==> config.mk <==
export PLATFORM = sky130hd
export DESIGN_NAME = relu_requant_stream_flat
export DESIGN_NICKNAME = d
export VERILOG_FILES = /design/src/rtl/relu_requant_stream_pkg.sv /design/src/rtl/relu_requant_stream_if.sv /design/src/rtl/relu_requant_stream_lane.sv /design/src/rtl/relu_requant_stream.sv /design/src/flat_wrapper.sv
export SDC_FILE = /design/constraint.sdc
export NUM_CORES = 1
export LEC_CHECK = 0
export CORE_ASPECT_RATIO = 1.25
export CORE_UTILIZATION = 35
export CTS_CLUSTER_DIAMETER = 120
export CTS_CLUSTER_SIZE = 12
export DETAILED_ROUTE_END_ITERATION = 16
export PLACE_DENSITY = 0.64
export RECOVER_POWER = 100
export SYNTH_ARGS = -nofsm -noshare
export SYNTH_HDL_FRONTEND = slang
export SYNTH_HIERARCHICAL = 1
export SYNTH_SLANG_ARGS = --single-unit
==> constraint.sdc <==
create_clock -name clk -period 5.1 [get_ports clk]
set_input_delay 1.02 -clock clk [delete_from_list [all_inputs] [get_ports clk]]
set_output_delay 1.02 -clock clk [all_outputs]
set_load 0.05 [all_outputs]
==> src/rtl/relu_requant_stream_pkg.sv <==
// Shared widths, FSM encoding and helpers for the layer-1 ReLU/requant output stage.
package relu_requant_stream_pkg;

  localparam int RELU_NODES            = 4;
  localparam int LAYER_1_OUT_BIT_WIDTH = 16;
  localparam int LAYER_2_BIT_WIDTH     = 8;
  localparam int RELU_SHIFT_WIDTH      = 5;

  typedef enum logic {
    RELU_ST_IDLE   = 1'b0,
    RELU_ST_STREAM = 1'b1
  } relu_state_t;

  function automatic int idx_width(input int nodes);
    return (nodes > 1) ? $clog2(nodes) : 1;
  endfunction

endpackage

==> src/rtl/relu_requant_stream_if.sv <==
// Capture-side (sum*) and stream-side (act*) handshake bundle of relu_requant_stream.
interface relu_requant_stream_if
  import relu_requant_stream_pkg::*;
#(
  parameter int NODES   = RELU_NODES,
  parameter int IN_W    = LAYER_1_OUT_BIT_WIDTH,
  parameter int OUT_W   = LAYER_2_BIT_WIDTH,
  parameter int SHIFT_W = RELU_SHIFT_WIDTH
);
  localparam int IDX_W = idx_width(NODES);

  logic [NODES*IN_W-1:0] sumIn;
  logic                  sumValid;
  logic                  sumReady;
  logic [SHIFT_W-1:0]    shiftAmt;
  logic [OUT_W-1:0]      actOut;
  logic [IDX_W-1:0]      actIndex;
  logic                  actValid;
  logic                  actReady;
  logic                  actLast;
  logic                  satFlag;

  modport master (
    output sumIn, sumValid, shiftAmt, actReady,
    input  sumReady, actOut, actIndex, actValid, actLast, satFlag
  );

  modport slave (
    input  sumIn, sumValid, shiftAmt, actReady,
    output sumReady, actOut, actIndex, actValid, actLast, satFlag
  );

endinterface

==> src/rtl/relu_requant_stream_lane.sv <==
// Combinational per-lane ReLU, right-shift requantisation and saturation.
// Build option RELU_ROUND_EN selects round-half-up instead of truncation.
module relu_requant_lane
  import relu_requant_stream_pkg::*;
#(
  parameter int IN_W    = LAYER_1_OUT_BIT_WIDTH,
  parameter int OUT_W   = LAYER_2_BIT_WIDTH,
  parameter int SHIFT_W = RELU_SHIFT_WIDTH
)(
  input  logic signed [IN_W-1:0]    x,
  input  logic        [SHIFT_W-1:0] s,
  output logic        [OUT_W-1:0]   act,
  output logic                      sat
);
  localparam int EXT_W = IN_W + 1;

  // One spare bit keeps the rounding addend from wrapping.
  function automatic logic [EXT_W-1:0] requant(input logic [EXT_W-1:0] mag,
                                               input logic [SHIFT_W-1:0] sh);
    logic [EXT_W-1:0] v;
    if (32'(sh) >= IN_W) begin
      v = '0;
    end else begin
`ifdef RELU_ROUND_EN
      if (sh != '0) v = (mag + (EXT_W'(1) << (sh - 1'b1))) >> sh;
      else          v = mag;
`else
      v = mag >> sh;
`endif
    end
    return v;
  endfunction

  function automatic logic [OUT_W:0] saturate(input logic [EXT_W-1:0] v);
    if (|v[EXT_W-1:OUT_W]) return {1'b1, {OUT_W{1'b1}}};
    else                   return {1'b0, v[OUT_W-1:0]};
  endfunction

  always_comb begin
    act = '0;
    sat = 1'b0;
    if (!x[IN_W-1]) {sat, act} = saturate(requant({1'b0, x}, s));
  end

endmodule

==> src/rtl/relu_requant_stream.sv <==
// Layer-1 output stage: captures a frame of accumulator sums and streams requantised
// activations one node per cycle. Rounding mode is chosen by RELU_ROUND_EN (see lane).
module relu_requant_stream
  import relu_requant_stream_pkg::*;
#(
  parameter int NODES   = RELU_NODES,
  parameter int IN_W    = LAYER_1_OUT_BIT_WIDTH,
  parameter int OUT_W   = LAYER_2_BIT_WIDTH,
  parameter int SHIFT_W = RELU_SHIFT_WIDTH
)(
  input logic                   clk,
  input logic                   clr,
  relu_requant_stream_if.slave  bus
);
  localparam int               IDX_W    = idx_width(NODES);
  localparam logic [IDX_W-1:0] LAST_IDX = IDX_W'(NODES - 1);

  relu_state_t state, state_n;

  logic signed [IN_W-1:0]    lanes_p0 [NODES];
  logic        [SHIFT_W-1:0] shift_p0;

  logic [OUT_W-1:0] act_p1;
  logic [IDX_W-1:0] idx_p1;
  logic             vld_p1;
  logic             last_p1;
  logic             sat_p1;

  logic [IDX_W-1:0]       idx_n;
  logic                   capture;
  logic                   load;
  logic signed [IN_W-1:0] sel_x;
  logic [SHIFT_W-1:0]     sel_s;
  logic [OUT_W-1:0]       lane_act;
  logic                   lane_sat;

  assign bus.sumReady = (state == RELU_ST_IDLE) && !clr;

  always_comb begin
    state_n = state;
    idx_n   = idx_p1;
    capture = 1'b0;
    load    = 1'b0;
    case (state)
      RELU_ST_IDLE: begin
        if (bus.sumValid) begin
          capture = 1'b1;
          load    = 1'b1;
          idx_n   = '0;
          state_n = RELU_ST_STREAM;
        end
      end
      RELU_ST_STREAM: begin
        if (bus.actReady) begin
          if (idx_p1 == LAST_IDX) begin
            idx_n   = '0;
            state_n = RELU_ST_IDLE;
          end else begin
            idx_n = idx_p1 + 1'b1;
            load  = 1'b1;
          end
        end
      end
      default: state_n = RELU_ST_IDLE;
    endcase
  end

  // Lane 0 comes straight from the input bus on capture so it can be shown next cycle.
  always_comb begin
    sel_x = lanes_p0[idx_n];
    sel_s = shift_p0;
    if (capture) begin
      sel_x = $signed(bus.sumIn[IN_W-1:0]);
      sel_s = bus.shiftAmt;
    end
  end

  relu_requant_lane #(.IN_W(IN_W), .OUT_W(OUT_W), .SHIFT_W(SHIFT_W)) u_lane (
    .x   (sel_x),
    .s   (sel_s),
    .act (lane_act),
    .sat (lane_sat)
  );

  always_ff @(posedge clk) begin
    if (clr) state <= RELU_ST_IDLE;
    else     state <= state_n;
  end

  // Stage p0: frame capture buffer
  always_ff @(posedge clk) begin
    if (capture) begin
      for (int m = 0; m < NODES; m++) lanes_p0[m] <= $signed(bus.sumIn[m*IN_W +: IN_W]);
      shift_p0 <= bus.shiftAmt;
    end
  end

  // Stage p1: registered activation outputs
  always_ff @(posedge clk) begin
    if (clr) begin
      act_p1  <= '0;
      idx_p1  <= '0;
      vld_p1  <= 1'b0;
      last_p1 <= 1'b0;
      sat_p1  <= 1'b0;
    end else if (load) begin
      act_p1  <= lane_act;
      idx_p1  <= idx_n;
      vld_p1  <= 1'b1;
      last_p1 <= (idx_n == LAST_IDX);
      sat_p1  <= lane_sat | (sat_p1 & !capture);
    end else if (state == RELU_ST_STREAM && bus.actReady) begin
      idx_p1  <= '0;
      vld_p1  <= 1'b0;
      last_p1 <= 1'b0;
    end
  end

  assign bus.actOut   = act_p1;
  assign bus.actIndex = idx_p1;
  assign bus.actValid = vld_p1;
  assign bus.actLast  = last_p1;
  assign bus.satFlag  = sat_p1;

endmodule
==> src/flat_wrapper.sv <==
// flat-port wrapper written by rule: the top's interface ports become plain ports
module relu_requant_stream_flat import relu_requant_stream_pkg::*;
#(
  parameter int NODES   = RELU_NODES,
  parameter int IN_W    = LAYER_1_OUT_BIT_WIDTH,
  parameter int OUT_W   = LAYER_2_BIT_WIDTH,
  parameter int SHIFT_W = RELU_SHIFT_WIDTH
)
  (clk, clr, bus_sumIn, bus_sumValid, bus_shiftAmt, bus_actReady, bus_sumReady, bus_actOut, bus_actIndex, bus_actValid, bus_actLast, bus_satFlag);
  relu_requant_stream_if #(.NODES(NODES), .IN_W(IN_W), .OUT_W(OUT_W), .SHIFT_W(SHIFT_W)) bus_i ();
  input logic clk;
  input logic clr;
  input wire logic [$bits(bus_i.sumIn)-1:0] bus_sumIn;
  input wire logic [$bits(bus_i.sumValid)-1:0] bus_sumValid;
  input wire logic [$bits(bus_i.shiftAmt)-1:0] bus_shiftAmt;
  input wire logic [$bits(bus_i.actReady)-1:0] bus_actReady;
  output wire logic [$bits(bus_i.sumReady)-1:0] bus_sumReady;
  output wire logic [$bits(bus_i.actOut)-1:0] bus_actOut;
  output wire logic [$bits(bus_i.actIndex)-1:0] bus_actIndex;
  output wire logic [$bits(bus_i.actValid)-1:0] bus_actValid;
  output wire logic [$bits(bus_i.actLast)-1:0] bus_actLast;
  output wire logic [$bits(bus_i.satFlag)-1:0] bus_satFlag;
  assign bus_i.sumIn = bus_sumIn;
  assign bus_i.sumValid = bus_sumValid;
  assign bus_i.shiftAmt = bus_shiftAmt;
  assign bus_i.actReady = bus_actReady;
  assign bus_sumReady = bus_i.sumReady;
  assign bus_actOut = bus_i.actOut;
  assign bus_actIndex = bus_i.actIndex;
  assign bus_actValid = bus_i.actValid;
  assign bus_actLast = bus_i.actLast;
  assign bus_satFlag = bus_i.satFlag;
  relu_requant_stream #(.NODES(NODES), .IN_W(IN_W), .OUT_W(OUT_W), .SHIFT_W(SHIFT_W)) u_core (.clk(clk), .clr(clr), .bus(bus_i));
endmodule
==> results by group <==
Power
  – Power density cells: roughly 340 nW/um^2
  – Maximum vdd drop: around 0.19 mV
  – Internal Dissipation: between 0.001 and 0.0015 W
  – Clock power frac: a little under two fifths
  – Net Sw Frac: 26.3%
  – Pleak: between 2 and 2.5 nW
  – Combinational share of power: 20.9%
  – Net Switching: 0.000496 W
  – Flop pwr share: 42.0%
  – Total power: around 0.0019 W

STA
  – # setup viols final: 0
  – Worst slew pin tran: approximately 1500 ps
  – RSZ-0062 raised after global routing: no
  – Minimum clock period: between 4000 and 5000 ps
  – Highest clock rate: ~220 MHz
  – Hold Violations, Final: 0
  – Tcrit/Tclk final: between 80% and 90%
  – Final Max Tran Viols: 0
  – Setup_tns: 0 ps
  – Layout Skew: a little under 8 ps
  – Slew margin rel.: 1.67%

Clocking
  – Reg clk slew, reported paths: approximately 60 ps
  – Num CTS Buffers: 9
  – Max H-tree Level: 3
  – Max Buffers Root-to-Sink: 2
  – Clock latency on the worst-skew pair: roughly 340 ps
  – CTS tree: done
  – Clock root buffer: clkbuf_16
  – Cts hold-fix bufs: 0
  – CTS sink cnt: 83
  – Post-CTS Setup Inserts: 0
  – CTS resizes: 0

Place
  – DP Wirelength: approximately 7000 um
  – Port Buf Inserts: 86
  – Placer Congestion: slightly below 0.9

Worst setup path
  – FF-to-FF path depth: 13
  – Crit path DAT: 4710 ps
  – Worst-path fanout max: 19
  – Critical path launch point type: primary input
  – R2R Path End: u_core/bus.actOut[0]$_SDFFE_PP0P_
  – Worst EP required: 5300 ps
  – Slowest library cell on the worst path: dlygate4sd3_1
  – Critical Path Sink Type: register
  – Crit path buffers/inverters: 2
  – FF-to-FF setup slack: ~1200 ps
  – Reg2Reg Launch Point: u_core/bus.actIndex[0]$_SDFFE_PP0P_
  – CP top delay family: compound AO/OA/AOI/OAI gates
  – Critical-path cell list: dlygate4sd3_1 > nor4bb_4 > buf_4 > a21oi_4 > mux2i_1 > a211oi_1 > mux4_2 > a2111oi_4 > o211ai_2 > a221oi_1 > o22ai_1 > mux2i_1 > nor2_1
  – Crit Path Class: primary input to register
  – Slowest cell delay on critical path: between 600 and 700 ps
  – Most Frequent Cell on Critical Path: mux2i_1

Route
  – Via count: between 2k and 3k
  – Drt first pass iters: 4
  – DR vias/cell: about 5.4
  – First DRT Iteration DRCs: ~150
  – DR WL/cell: 17.3 um
  – Final wirelength: roughly 9600 um
  – DRC: 0
  – DRT antenna net count: 0

Global route
  – Vias in the first global route: between 2k and 3k
  – Global Route Usage Sum: 16.5%
  – First-pass GRT wire length: ~15000 um
  – Largest net degree at the start of global routing: 40
  – Initial antenna violation count: 0
  – Total grt overflow: 0

Worst hold path
  – HP Class: register to register
  – Hold path startpoint: u_core/bus.actValid$_SDFFE_PP0P_
  – Min-Delay Path Depth: 2
  – Hold Path Sink: u_core/bus.actValid$_SDFFE_PP0P_

Floorplan
  – Placement Rows: 44
  – Num ports: between 80 and 90
  – CORE AREA: 11600 um^2
  – Initial core utilization: 35.9%
  – Die area: about 12000 um^2
  – Die width: 99.4 um
  – Die Y-Extent: roughly 120 um

Status
  – Outcome: finished, final reports clean

Yosys
  – Asr flop ratio synth: 0%
  – Number of synthesized flops with an enable pin: 64
  – Syn nets: just under 400
  – Main synth FF type: edfxtp_1
  – Cell count after synthesis: between 300 and 400
  – Sequential share of the synthesized area: between 50% and 60%
  – Synthesized area: between 4000 and 5000 um^2
  – Ys Warns: 6
  – Top-area cell type share of the netlist area: a little under half
  – Yosys top cell by area: edfxtp_1
  – Number of distinct library cells after synthesis: 51
  – Top cells by area, synth: edfxtp_1 (46%), dfxtp_1 (9.2%), mux2i_1 (6.7%)
  – Syn avg cell area: between 10 and 15 um^2
  – Synthesized flop and latch total: 83

Cells and area
  – Fin nets: 485
  – Multi-input gate area: roughly 1700 um^2
  – N_diodes: 0
  – Most frequent cells in the layout: dlygate4sd3_1 (81), edfxtp_1 (64), nor2_1 (42)
  – Synthesis-to-layout area growth: 31.9%
  – Commonest non-fill, non-tap cell in the layout: dlygate4sd3_1
  – FF+latch area: about 2300 um^2
  – Fillers: between 1k and 1.5k
  – Layout cells sized above 1: ~15%

Job
  – Max-Cap Viols: 0
metrics by stage:
step           area (um^2)  worst slack (ps)  hold WS, ps  std cells  utilization (%)
2_1_floorplan         4150               541          414        322                -
3_3_place_gp          5160               524          467        538             44.7
3_5_place_dp          5160               361          479        538             44.7
4_1_cts               5490               712          494        554             47.5
5_1_grt               5480               332          518        554             47.4
6_report              5480               595          485        554             47.4
worst max-delay path by stage:
stage	start	endpoint	slack (ps)	depth (start not counted)
after floorplan	bus_sumValid	u_core/bus.actOut[0]$_SDFFE_PP0P_	540	12
after global placement	bus_actReady	u_core/bus.actOut[2]$_SDFFE_PP0P_	520	13
after detailed placement	bus_actReady	u_core/bus.actOut[5]$_SDFFE_PP0P_	360	13
after CTS	bus_actReady	u_core/bus.actOut[5]$_SDFFE_PP0P_	710	12
after global routing	bus_sumValid	u_core/bus.actOut[1]$_SDFFE_PP0P_	330	13
final	bus_actReady	u_core/bus.actOut[0]$_SDFFE_PP0P_	600	13
per-layer routing:
layer | vias to the layer above | part of all wire, % | global-route usage, %
met1 | 1462 | 42 | 19.0
met4 | 0 | 1.7 | 7.44
li1 | 1424 | - | -
met3 | 12 | 3.2 | 2.86
met2 | 75 | 53 | 29.9
met5 | - | 0 | 0
worst register-to-register path, stage by stage, from the launching register on:
cell and delay [ps]:
dfxtp_1 530, ha_1 330, nor4bb_4 70, buf_4 230
a21oi_4 430, mux2i_1 270, a211oi_1 180, mux4_2 570
a2111oi_4 340, o211ai_2 190, a221oi_1 320, o22ai_1 120
mux2i_1 140, nor2_1 50
power groups by stage:
stage	Sequential, W	Combinational, W	Clock, W
6_report	0.000793	0.000394	0.000701
5_1_grt	0.000796	0.000428	0.000747
3_3_place_gp	0.000806	0.000406	0
3_5_place_dp	0.000807	0.000410	0
2_1_floorplan	0.000827	0.000250	0
4_1_cts	0.000793	0.000412	0.000720
final cells by class:
cell class,instances,share of cell area (%)
clock buffers,11,4.43
clock inverters,5,1.53
inverters,5,0.343
multi-input cells,214,31.4
flip-flops and latches,83,42.0
well taps,138,3.15
repair buffers,98,17.1
sequential cells by signal (all words and copies together) (netlist names):
register / count
u_core/lanes_p0: 64
u_core/bus.actOut: 8
u_core/shift_p0: 5
u_core/bus.actIndex: 2
u_core/bus.actLast: 1
u_core/bus.actValid: 1
u_core/bus.satFlag: 1
u_core/state: 1
cells in the mapped netlist (3+ instances only):
cell type	n
nor2_1	42
a211oi_2	9
a21oi_1	8
dfxtp_1	19
inv_1	4
nand2_1	25
nor2b_1	18
a211oi_1	8
mux2_2	4
mux2i_1	28
o22ai_1	4
buf_6	3
a221oi_2	8
clkbuf_1	4
buf_2	8
edfxtp_1	64
a221oi_1	11
a22oi_1	3
o21ai_0	5
mux4_2	8
logic make-up (layout without fill, tap and decap cells):
group	count (synthesis)	count (layout)	share of synthesized area, %
flip-flops	83	83	55.4
multiplexers	42	42	13.3
AO/OA/AOI/OAI	72	72	16.4
buffers and inverters	25	119	3.49
AND/OR/NAND/NOR	99	99	11.0
adder cells (fa/ha/maj)	1	1	0.301
(Power assumes the default switching activity.)
